## src/rtl/calc_result_formatter_pkg.sv

```systemverilog
// Shared calculator definitions: ASCII codes, operator codes and result-formatter states.
package calc_result_formatter_pkg;

  localparam logic [7:0] ASCII_LF    = 8'd10;
  localparam logic [7:0] ASCII_BS    = 8'd8;
  localparam logic [7:0] ASCII_ESC   = 8'd27;
  localparam logic [7:0] ASCII_0     = 8'd48;
  localparam logic [7:0] ASCII_MINUS = 8'd45;
  localparam logic [7:0] ASCII_E     = 8'd69;
  localparam logic [7:0] ASCII_R     = 8'd114;

  typedef enum logic [2:0] {
    OP_ADD = 3'd0,
    OP_SUB = 3'd1,
    OP_MUL = 3'd2,
    OP_DIV = 3'd3,
    OP_POW = 3'd4
  } calc_op_t;

  typedef enum logic [2:0] {
    FMT_IDLE    = 3'd0,
    FMT_CONVERT = 3'd1,
    FMT_SIGN    = 3'd2,
    FMT_DIGITS  = 3'd3,
    FMT_ERR     = 3'd4,
    FMT_TERM    = 3'd5,
    FMT_FIN     = 3'd6
  } fmt_state_t;

  // Decimal digits needed for a DATA_W-bit magnitude: ceil(data_w * log10(2)).
  function automatic int calc_max_dig(input int data_w);
    return (data_w * 30103 + 99999) / 100000;
  endfunction

endpackage

```

## src/rtl/calc_result_formatter_bin2bcd_seq.sv

```systemverilog
// Sequential double-dabble converter: one input bit per cycle, DATA_W cycles after start.
module calc_result_formatter_bin2bcd_seq
  import calc_result_formatter_pkg::*;
#(
  parameter int DATA_W  = 32,
  parameter int MAX_DIG = 10
) (
  input  logic                   clk,
  input  logic                   reset,
  input  logic                   clear,
  input  logic                   start,
  input  logic [DATA_W-1:0]      bin,
  output logic [MAX_DIG*4-1:0]   bcd,
  output logic                   done
);

  localparam int CNT_W = $clog2(DATA_W + 1);

  logic [DATA_W-1:0]    shift_r;
  logic [MAX_DIG*4-1:0] bcd_r;
  logic [MAX_DIG*4-1:0] adj_s;
  logic [CNT_W-1:0]     cnt_r;
  logic                 active_r;

  // Add-3 correction of every BCD digit that is 5 or more before the next shift.
  always_comb begin
    adj_s = bcd_r;
    for (int i = 0; i < MAX_DIG; i++) begin
      if (bcd_r[i*4 +: 4] >= 4'd5) begin
        adj_s[i*4 +: 4] = bcd_r[i*4 +: 4] + 4'd3;
      end else begin
        adj_s[i*4 +: 4] = bcd_r[i*4 +: 4];
      end
    end
  end

  // Load on start, then shift one binary bit into the BCD register per cycle.
  always_ff @(posedge clk or posedge reset) begin
    if (reset) begin
      shift_r  <= '0;
      bcd_r    <= '0;
      cnt_r    <= '0;
      active_r <= 1'b0;
    end else if (clear) begin
      shift_r  <= '0;
      bcd_r    <= '0;
      cnt_r    <= '0;
      active_r <= 1'b0;
    end else if (start) begin
      shift_r  <= bin;
      bcd_r    <= '0;
      cnt_r    <= CNT_W'(DATA_W);
      active_r <= 1'b1;
    end else if (cnt_r != '0) begin
      bcd_r    <= {adj_s[MAX_DIG*4-2:0], shift_r[DATA_W-1]};
      shift_r  <= {shift_r[DATA_W-2:0], 1'b0};
      cnt_r    <= cnt_r - 1'b1;
    end
  end

  assign bcd  = bcd_r;
  assign done = active_r && (cnt_r == '0);

endmodule

```

## src/rtl/calc_result_formatter.sv

```systemverilog
// Calculator result path: signed result or error in, ASCII character stream out over valid/ready.
module calc_result_formatter
  import calc_result_formatter_pkg::*;
#(
  parameter int DATA_W       = 32,
  parameter int EMIT_NEWLINE = 1
) (
  input  logic              clk,
  input  logic              reset,
  input  logic [DATA_W-1:0] res_value,
  input  logic              res_error,
  input  logic              res_valid,
  input  logic              clear_req,
  output logic [7:0]        char_ascii,
  output logic              char_valid,
  input  logic              char_ready,
  output logic              busy,
  output logic              done_pulse
);

  localparam int MAX_DIG = calc_max_dig(DATA_W);
  localparam int IDX_W   = (MAX_DIG > 1) ? $clog2(MAX_DIG) : 1;

  localparam logic [2:0] S_IDLE    = FMT_IDLE;
  localparam logic [2:0] S_CONVERT = FMT_CONVERT;
  localparam logic [2:0] S_SIGN    = FMT_SIGN;
  localparam logic [2:0] S_DIGITS  = FMT_DIGITS;
  localparam logic [2:0] S_ERR     = FMT_ERR;
  localparam logic [2:0] S_TERM    = FMT_TERM;
  localparam logic [2:0] S_FIN     = FMT_FIN;

  logic [2:0]           state_r;
  logic                 neg_r;
  logic                 lf_sent_r;
  logic [1:0]           err_idx_r;
  logic [IDX_W-1:0]     dig_idx_r;
  logic [7:0]           char_ascii_r;
  logic                 char_valid_r;
  logic                 busy_r;
  logic                 done_pulse_r;

  logic [DATA_W-1:0]    mag_s;
  logic                 conv_start_s;
  logic                 conv_done_s;
  logic [MAX_DIG*4-1:0] bcd_s;
  logic [IDX_W-1:0]     msd_s;
  logic [7:0]           digit_char_s;
  logic [7:0]           err_char_s;
  logic                 slot_free_s;

  // Most negative input negates to itself, which is the correct unsigned magnitude.
  assign mag_s        = res_value[DATA_W-1] ? (~res_value + DATA_W'(1)) : res_value;
  assign conv_start_s = (state_r == S_IDLE) && res_valid && !res_error && !clear_req;
  assign digit_char_s = ASCII_0 + {4'd0, bcd_s[{dig_idx_r, 2'b00} +: 4]};
  assign err_char_s   = (err_idx_r == 2'd0) ? ASCII_E : ASCII_R;
  assign slot_free_s  = !char_valid_r || char_ready;

  calc_result_formatter_bin2bcd_seq #(
    .DATA_W  (DATA_W),
    .MAX_DIG (MAX_DIG)
  ) u_bin2bcd (
    .clk   (clk),
    .reset (reset),
    .clear (clear_req),
    .start (conv_start_s),
    .bin   (mag_s),
    .bcd   (bcd_s),
    .done  (conv_done_s)
  );

  // Leading-zero suppression: index of the most significant non-zero digit (0 for value 0).
  always_comb begin
    msd_s = '0;
    for (int i = 0; i < MAX_DIG; i++) begin
      if (bcd_s[i*4 +: 4] != 4'd0) begin
        msd_s = IDX_W'(i);
      end else begin
        msd_s = msd_s;
      end
    end
  end

  // Formatter FSM and output register; a new character loads on the same edge the old one is taken.
  always_ff @(posedge clk or posedge reset) begin
    if (reset) begin
      state_r      <= S_IDLE;
      neg_r        <= 1'b0;
      lf_sent_r    <= 1'b0;
      err_idx_r    <= 2'd0;
      dig_idx_r    <= '0;
      char_ascii_r <= 8'd0;
      char_valid_r <= 1'b0;
      busy_r       <= 1'b0;
      done_pulse_r <= 1'b0;
    end else if (clear_req) begin
      state_r      <= S_IDLE;
      neg_r        <= 1'b0;
      lf_sent_r    <= 1'b0;
      err_idx_r    <= 2'd0;
      dig_idx_r    <= '0;
      char_valid_r <= 1'b0;
      busy_r       <= 1'b0;
      done_pulse_r <= 1'b0;
    end else begin
      done_pulse_r <= 1'b0;
      if (char_valid_r && char_ready) begin
        char_valid_r <= 1'b0;
      end
      case (state_r)
        S_IDLE: begin
          if (res_valid) begin
            busy_r    <= 1'b1;
            lf_sent_r <= 1'b0;
            err_idx_r <= 2'd0;
            neg_r     <= res_value[DATA_W-1];
            state_r   <= res_error ? S_ERR : S_CONVERT;
          end
        end
        S_CONVERT: begin
          if (conv_done_s) begin
            dig_idx_r <= msd_s;
            state_r   <= S_SIGN;
          end
        end
        S_SIGN: begin
          if (slot_free_s) begin
            char_valid_r <= 1'b1;
            if (neg_r) begin
              char_ascii_r <= ASCII_MINUS;
              state_r      <= S_DIGITS;
            end else begin
              char_ascii_r <= digit_char_s;
              dig_idx_r    <= dig_idx_r - 1'b1;
              state_r      <= (dig_idx_r == '0) ? S_TERM : S_DIGITS;
            end
          end
        end
        S_DIGITS: begin
          if (slot_free_s) begin
            char_valid_r <= 1'b1;
            char_ascii_r <= digit_char_s;
            dig_idx_r    <= dig_idx_r - 1'b1;
            state_r      <= (dig_idx_r == '0) ? S_TERM : S_DIGITS;
          end
        end
        S_ERR: begin
          if (slot_free_s) begin
            char_valid_r <= 1'b1;
            char_ascii_r <= err_char_s;
            err_idx_r    <= err_idx_r + 2'd1;
            state_r      <= (err_idx_r == 2'd2) ? S_TERM : S_ERR;
          end
        end
        S_TERM: begin
          if (slot_free_s) begin
            if ((EMIT_NEWLINE != 0) && !lf_sent_r) begin
              char_valid_r <= 1'b1;
              char_ascii_r <= ASCII_LF;
              lf_sent_r    <= 1'b1;
            end else begin
              busy_r       <= 1'b0;
              done_pulse_r <= 1'b1;
              state_r      <= S_FIN;
            end
          end
        end
        S_FIN: begin
          state_r <= S_IDLE;
        end
        default: begin
          state_r      <= S_IDLE;
          char_valid_r <= 1'b0;
          busy_r       <= 1'b0;
        end
      endcase
    end
  end

  assign char_ascii = char_ascii_r;
  assign char_valid = char_valid_r;
  assign busy       = busy_r;
  assign done_pulse = done_pulse_r;

endmodule

```

## config.mk

```make
export PLATFORM = sky130hd
export DESIGN_NAME = calc_result_formatter
export DESIGN_NICKNAME = d
export VERILOG_FILES = /design/src/rtl/calc_result_formatter_pkg.sv /design/src/rtl/calc_result_formatter_bin2bcd_seq.sv /design/src/rtl/calc_result_formatter.sv
export SDC_FILE = /design/constraint.sdc
export NUM_CORES = 1
export LEC_CHECK = 0
export ABC_CLOCK_PERIOD_IN_PS = 2600
export BUFFER_PORTS_ARGS = -buffer_cell sky130_fd_sc_hd__buf_2
export CORE_MARGIN = 4
export CORE_UTILIZATION = 33
export DETAILED_ROUTE_END_ITERATION = 6
export GPL_TIMING_DRIVEN = 0
export PLACE_DENSITY = 0.46
export SLEW_MARGIN = 20
export SYNTH_ARGS = -nofsm -noshare
export SYNTH_HDL_FRONTEND = slang
export SYNTH_HIERARCHICAL = 1
export SYNTH_SLANG_ARGS = --single-unit
export TNS_END_PERCENT = 1
```

## constraint.sdc

```tcl
create_clock -name clk -period 2.6 [get_ports clk]
set_clock_uncertainty 0.1 [all_clocks]
set_input_delay 0.39 -clock clk [delete_from_list [all_inputs] [get_ports clk]]
set_output_delay 0.39 -clock clk [all_outputs]
set_load 0.02 [all_outputs]
```

==> impl_metrics.yaml, run 1 <==
critical_path:
  critPathTopFamily: "simple AND/OR/NAND/NOR gates"
  endpoint_kind: "flip-flop"
  critPathMaxStageDelay_ps: 560
  cp.arrival_ps: 2630
  crit_fanout: 7
  start_kind: "input pin"
  crit_type: "in -> reg"
  rrSetupSlack_ps: 200
  slowest_stage: "or4_4"
  path_cells: "buf_2, or4_4, nor3_2, nand4_1, o41ai_2, xnor2_1, nor2_1, a311oi_1"
  cp_num_buf_inv: 1
  crit_required_ps: 2760
sta:
  max_freq_mhz: 404
  slew_headroom: 0.443
  hold_viol_final: 0
  fin_ws_ps: 123
  period_share: 0.953
  tightest_slew_ps: 835
  setup_viol: 0
  setup_tns_ps: 0
  maxSlewViolCount: 0
  hold_ws_ps: 222
  layout_min_cycle_time_ps: 2480
yosys:
  synthArstFlopShare: 1.00
  yosys-top-cells-count: "100 x dfrtp_1, 97 x nand2_1, 86 x o21ai_0, 75 x nor2_1, 42 x clkbuf_1"
  synth_flop_cell: "dfrtp_1"
  synth_cells: 870
  synth_top_area_cell: "dfrtp_1"
  synthesis.nets: 934
  yosysWarningCount: 6
  syn_area_per_cell_sq_um: 8.27
  yosysTopAreaCellShare: 0.348
  synth_seq_cells: 100
  synth_top_cells_by_area: "dfrtp_1 35%, o21ai_0 6.0%, nand2_1 5.1%"
  synth_area_sq_um: 7200
  synth.yosys.seq_area_share: 0.348
  yosysMostFrequentCell: "dfrtp_1"
  yosysUniqueCellTypes: 63
  synth_edf_count: 0
route:
  vias: 6863
  wl_per_cell_um: 19.7
  viasPerCell: 5.70
  drcViolationCount: 0
  first_iter_violations: 442
  routed_wl_um: 23700
  ant_nets: 0
  drt-pass1-iter-count: 7
clock_network:
  cts_inserted_buffers: 9
  cts_root_buf: "clkbuf_16"
  clockBufferDepth: 2
  cts_setup_buffers: 0
  cts_tree: "yes"
  cts.sinks: 100
  htreeDepth: 3
  clock_latency_ps: 360
  clk_pin_slew_ps: 70
die:
  io_pins: 49
  fp.dieH_um: 156
  die_area_sq_um: 24200
  die_w_um: 156
  num_rows: 53
  initial_core_util: 0.339
  coreArea_sq_um: 21200
placed_design:
  detailed_place_hpwl_um: 16800
  dp_cells: 1193
  gp_congestion: 0.858
  io_buffers: 47
  dp_slack_ps: -603
power_and_ir_drop:
  switchingPower_mw: 4.40
  power.share.switching: 0.497
  p_clk_frac: 0.167
  irDropWorstVdd_mv: 0.416
  combPwrFrac: 0.559
  power_density_nw_per_um2: 1080
  p_seq_frac: 0.274
  intPower_mw: 4.45
  total_leakage_power_nw: 3.12
global_route:
  grt_pass1_vias: 6269
  grt_remaining_overflow: 0
  antenna_found_initial: 0
  grtUsageTotal: 0.192
  grt_max_degree: 43
  grt_pass1_wl_um: 36900
finish:
  fin_nets: 990
  fin_util: 0.385
  multi_input_area_sq_um: 4230
  fin_cells: 1205
  layout-drive-gt1-share: 0.139
  area_delta_synth_final_pct: 13.6
  n_fill_cell: 2238
  diodes: 0
  regArea_sq_um: 2500
run:
  drv_cap: 0
worst_hold_path:
  hp-class: "in -> reg"
run_status:
  status: "finished clean"
## state kept, by name, indices dropped and copies added (netlist names)
signal,flops
u_bin2bcd/shift_r,32
dig_idx_r,4
busy,1
char_valid,1
u_bin2bcd/bcd,40
done_pulse,1
state_r,3
u_bin2bcd/active_r,1
lf_sent_r,1
char_ascii,7
err_idx_r,2
neg_r,1
u_bin2bcd/cnt_r,6
## tightest hold or removal path: stages
cell and delay, ps:
buf_2 130, nand2_1 70, a21oi_1 50
## cell usage in the layout, fill, tap and decap left out, types with 19 or more instances in the layout
cell / netlist / final
xnor2_1: 30 / 30
a211oi_1: 23 / 23
ha_1: 26 / 26
a311oi_1: 39 / 39
o32ai_1: 19 / 19
buf_2: 11 / 57
inv_1: 36 / 35
nand2_1: 97 / 97
clkbuf_1: 42 / 30
dfrtp_1: 100 / 99
nor2_1: 75 / 73
a21oi_1: 33 / 33
nand3_1: 38 / 38
o21ai_0: 86 / 86
## per-stage QoR
| step | total power [mW] | cell area (sq um) |
|---|---|---|
| after global placement | 7.36 | 7770 |
| after detailed placement | 7.35 | 7800 |
| after CTS | 8.85 | 8150 |
| after floorplan | 5.65 | 7200 |
| final | 8.85 | 8170 |
| after global routing | 9.47 | 8170 |
## logic make-up (layout without fill, tap and decap cells)
group	Yosys count	in the layout	synth area share
xor gates and xnor gates	31	31	0.0377
muxes	18	18	0.0344
adders and majority gates	26	26	0.0452
DFF	100	100	0.348
other	1	1	0.000521
buffers and inverters	110	170	0.0680
and+or+nand+nor	326	326	0.220
AOI/OAI and AO/OA	258	258	0.246
## power by group through the flow
| stage | clock (mW) | combinational (mW) | sequential (mW) |
|---|---|---|---|
| floorplan | 0 | 3.33 | 2.32 |
| global placement | 0 | 4.94 | 2.42 |
| detailed placement | 0 | 4.93 | 2.42 |
| CTS | 1.52 | 4.93 | 2.40 |
| global route | 1.58 | 5.41 | 2.48 |
| finish | 1.48 | 4.95 | 2.42 |
## layer usage
layer	track usage	wire (um)
met4	0.0296	177
met5	0	0
met2	0.279	10300
met1	0.302	12100
met3	0.0350	1080
## final timing paths
path | from | to | cells past startpoint
max | res_value[6] | u_bin2bcd/shift_r[27] | 8
min | res_value[0] | u_bin2bcd/shift_r[0] | 3
max reg2reg | u_bin2bcd/cnt_r[0] | dig_idx_r[3] | 8
min reg2reg | char_ascii[6] | char_ascii[6] | 2
max in group asynchronous | reset | state_r[1] | 3
min in group asynchronous | reset | u_bin2bcd/shift_r[26] | 3
## repair_timing
item / in CTS / in global routing
setup endpoints to repair: 78 / 78
hold buffers: 1 / 0
gates resized for setup: 13 / 13
endpoints found under the hold margin: 8 / 0
## cell type report
class	count	area share
flip-flops and latches	100	0.306
inverters	37	0.0173
clock inverters	6	0.0110
well taps	275	0.0421
clock buffers	9	0.0276
multi-input cells	660	0.518
repair buffers	49	0.0334
plain buffers	69	0.0443
Power figures use the tool's default switching activity.
==> run 2, diff against run 1 <==
--- a/config.mk
+++ b/config.mk
@@ -6,12 +6,12 @@
 export NUM_CORES = 1
 export LEC_CHECK = 0
 export ABC_CLOCK_PERIOD_IN_PS = 2600
-export BUFFER_PORTS_ARGS = -buffer_cell sky130_fd_sc_hd__buf_2
 export CORE_MARGIN = 4
 export CORE_UTILIZATION = 33
 export DETAILED_ROUTE_END_ITERATION = 6
+export DONT_BUFFER_PORTS = 1
 export GPL_TIMING_DRIVEN = 0
-export PLACE_DENSITY = 0.46
+export PLACE_DENSITY = 0.44
 export SLEW_MARGIN = 20
 export SYNTH_ARGS = -nofsm -noshare
 export SYNTH_HDL_FRONTEND = slang
==> impl_metrics.yaml, run 2 (synthesis gave the netlist of run 1 again) <==
finish:
  diodes: 0
  fin_nets: 946
  n_fill_cell: 2217
  largest_reg_flops: 40
  fin_util: 0.375
  final_common_cell: "dfrtp_1"
  mostFrequentLayoutCells: "100 x dfrtp_1, 97 x nand2_1, 86 x o21ai_0"
  layout-drive-gt1-share: 0.0947
  area_delta_synth_final_pct: 10.6
critical_path:
  crit_fanout: 10
  crit_required_ps: 2750
  crit_type: "reg -> reg"
  r2r-start: "u_bin2bcd/cnt_r[0]"
  start_kind: "flip-flop"
  reg2reg_depth: 9
  reg2reg_to: "dig_idx_r[3]"
  slowest_stage: "dfrtp_1"
  path_cells: "inv_1, ha_1, nor2b_1, buf_4, clkbuf_8, and3_1, a221oi_2, o21bai_4, o41ai_2"
  critPathMaxStageDelay_ps: 420
  endpoint_kind: "flip-flop"
  rrSetupSlack_ps: 160
  cp.arrival_ps: 2580
sta:
  layout_min_cycle_time_ps: 2440
  tightest_slew_ps: 802
  max_freq_mhz: 410
  period_share: 0.938
  slew_headroom: 0.465
  fin_ws_ps: 162
  maxSlewViolCount: 0
  setup_viol: 0
  setup_tns_ps: 0
  hold_ws_ps: 84.3
  hold_viol_final: 0
clock_network:
  cts.sinks: 100
  htreeDepth: 3
  clk_pin_slew_ps: 70
  cts_inserted_buffers: 9
  clock_latency_ps: 350
  cts_root_buf: "clkbuf_16"
  cts_tree: "yes"
  clockBufferDepth: 2
global_route:
  grt_max_degree: 49
  grtUsageTotal: 0.194
  grt_remaining_overflow: 0
  grt_pass1_vias: 6741
  grt_pass1_wl_um: 37700
  antenna_found_initial: 0
worst_hold_path:
  min_path_cells: 2
  hp-class: "in -> reg"
  whs_endpoint: "u_bin2bcd/shift_r[0]"
  min-delay-start: "res_value[0]"
power_and_ir_drop:
  intPower_mw: 4.39
  switchingPower_mw: 4.43
  p_seq_frac: 0.281
  irDropWorstVdd_mv: 0.468
  total_leakage_power_nw: 2.94
  power_density_nw_per_um2: 1110
  combPwrFrac: 0.555
  p_clk_frac: 0.165
  power.share.switching: 0.503
route:
  first_iter_violations: 540
  drt-pass1-iter-count: 7
  drcViolationCount: 0
  wl_per_cell_um: 20.4
  routed_wl_um: 23800
  viasPerCell: 5.95
  ant_nets: 0
  vias: 6917
die:
  initial_core_util: 0.339
  coreArea_sq_um: 21200
  fp.dieH_um: 156
  num_rows: 53
  io_pins: 49
  die_w_um: 156
  die_area_sq_um: 24200
placed_design:
  io_buffers: 0
  gp_congestion: 0.916
  dp_slack_ps: -600
  detailed_place_hpwl_um: 17100
run_status:
  status: "finished clean"
run:
  drv_cap: 0
## run 2: cell types whose count changed in the layout (fill, tap and decap cells not counted), sizes merged
| cell | change |
|---|---|
| bufinv | -1 |
| buf | -46 |
| inv | +1 |
| clkbuf | +3 |
## run 2: how the worst max path moves through the flow
stage / from / endpoint / slack [ps]
after floorplan: reset / u_bin2bcd/active_r / 90
after global placement: reset / u_bin2bcd/bcd[23] / -1150
after detailed placement: state_r[2] / u_bin2bcd/bcd[37] / -600
after CTS: state_r[0] / u_bin2bcd/bcd[16] / 5
after global routing: clear_req / u_bin2bcd/bcd[21] / -6
final: u_bin2bcd/cnt_r[0] / dig_idx_r[3] / 160
## run 2: area by class of cell
type | count | area [sq um] | share of cell area
timing repair buffer | 3 | 37.5 | 0.00472
inverter | 37 | 141 | 0.0178
multi-input combinational | 660 | 4240 | 0.533
clock buffer | 10 | 239 | 0.0300
sequential | 100 | 2500 | 0.315
clock inverter | 6 | 72.6 | 0.00912
buffer | 71 | 378 | 0.0475
tap | 275 | 344 | 0.0432
## run 2: repair_timing
action | 4_1_cts | 5_1_grt
pin swaps | 0 | 1
hold endpoints to repair | 49 | 0
setup buffers | 0 | 1
setup endpoints to repair | 81 | 77
gates resized for setup | 18 | 8
hold buffers | 1 | 0
## run 2: critical path: cells and delay by family, from the launching register on
kind	cells	cell delay, ps
AO/OA/AOI/OAI	3	680
buffers and inverters	3	560
flip-flops	1	420
AND/OR/NAND/NOR	2	370
adder cells (fa/ha/maj)	1	200
## run 2: layer usage
| layer | wire [um] | share of wire | global-route usage | up-vias |
|---|---|---|---|---|
| met5 | 0 | 0 | 0 | - |
| met1 | 11400 | 0.48 | 0.288 | 3381 |
| met4 | 367 | 0.015 | 0.0484 | 0 |
| li1 | - | - | - | 3245 |
| met2 | 10600 | 0.45 | 0.298 | 260 |
| met3 | 1340 | 0.056 | 0.0275 | 31 |
## run 2: power groups by stage
| stage | clock (mW) | combinational (mW) | sequential (mW) |
|---|---|---|---|
| floorplan | 0 | 3.33 | 2.32 |
| global placement | 0 | 4.67 | 2.47 |
| detailed placement | 0 | 4.75 | 2.48 |
| CTS | 1.49 | 4.82 | 2.46 |
| global route | 1.54 | 5.33 | 2.55 |
| finish | 1.45 | 4.89 | 2.48 |
## run 2: per-stage QoR
stage	area [sq um]	cells	power, mW
after floorplan	7200	870	5.65
after global placement	7540	1145	7.13
after detailed placement	7560	1146	7.24
after CTS	7920	1162	8.77
after global routing	7960	1162	9.43
final	7960	1162	8.82
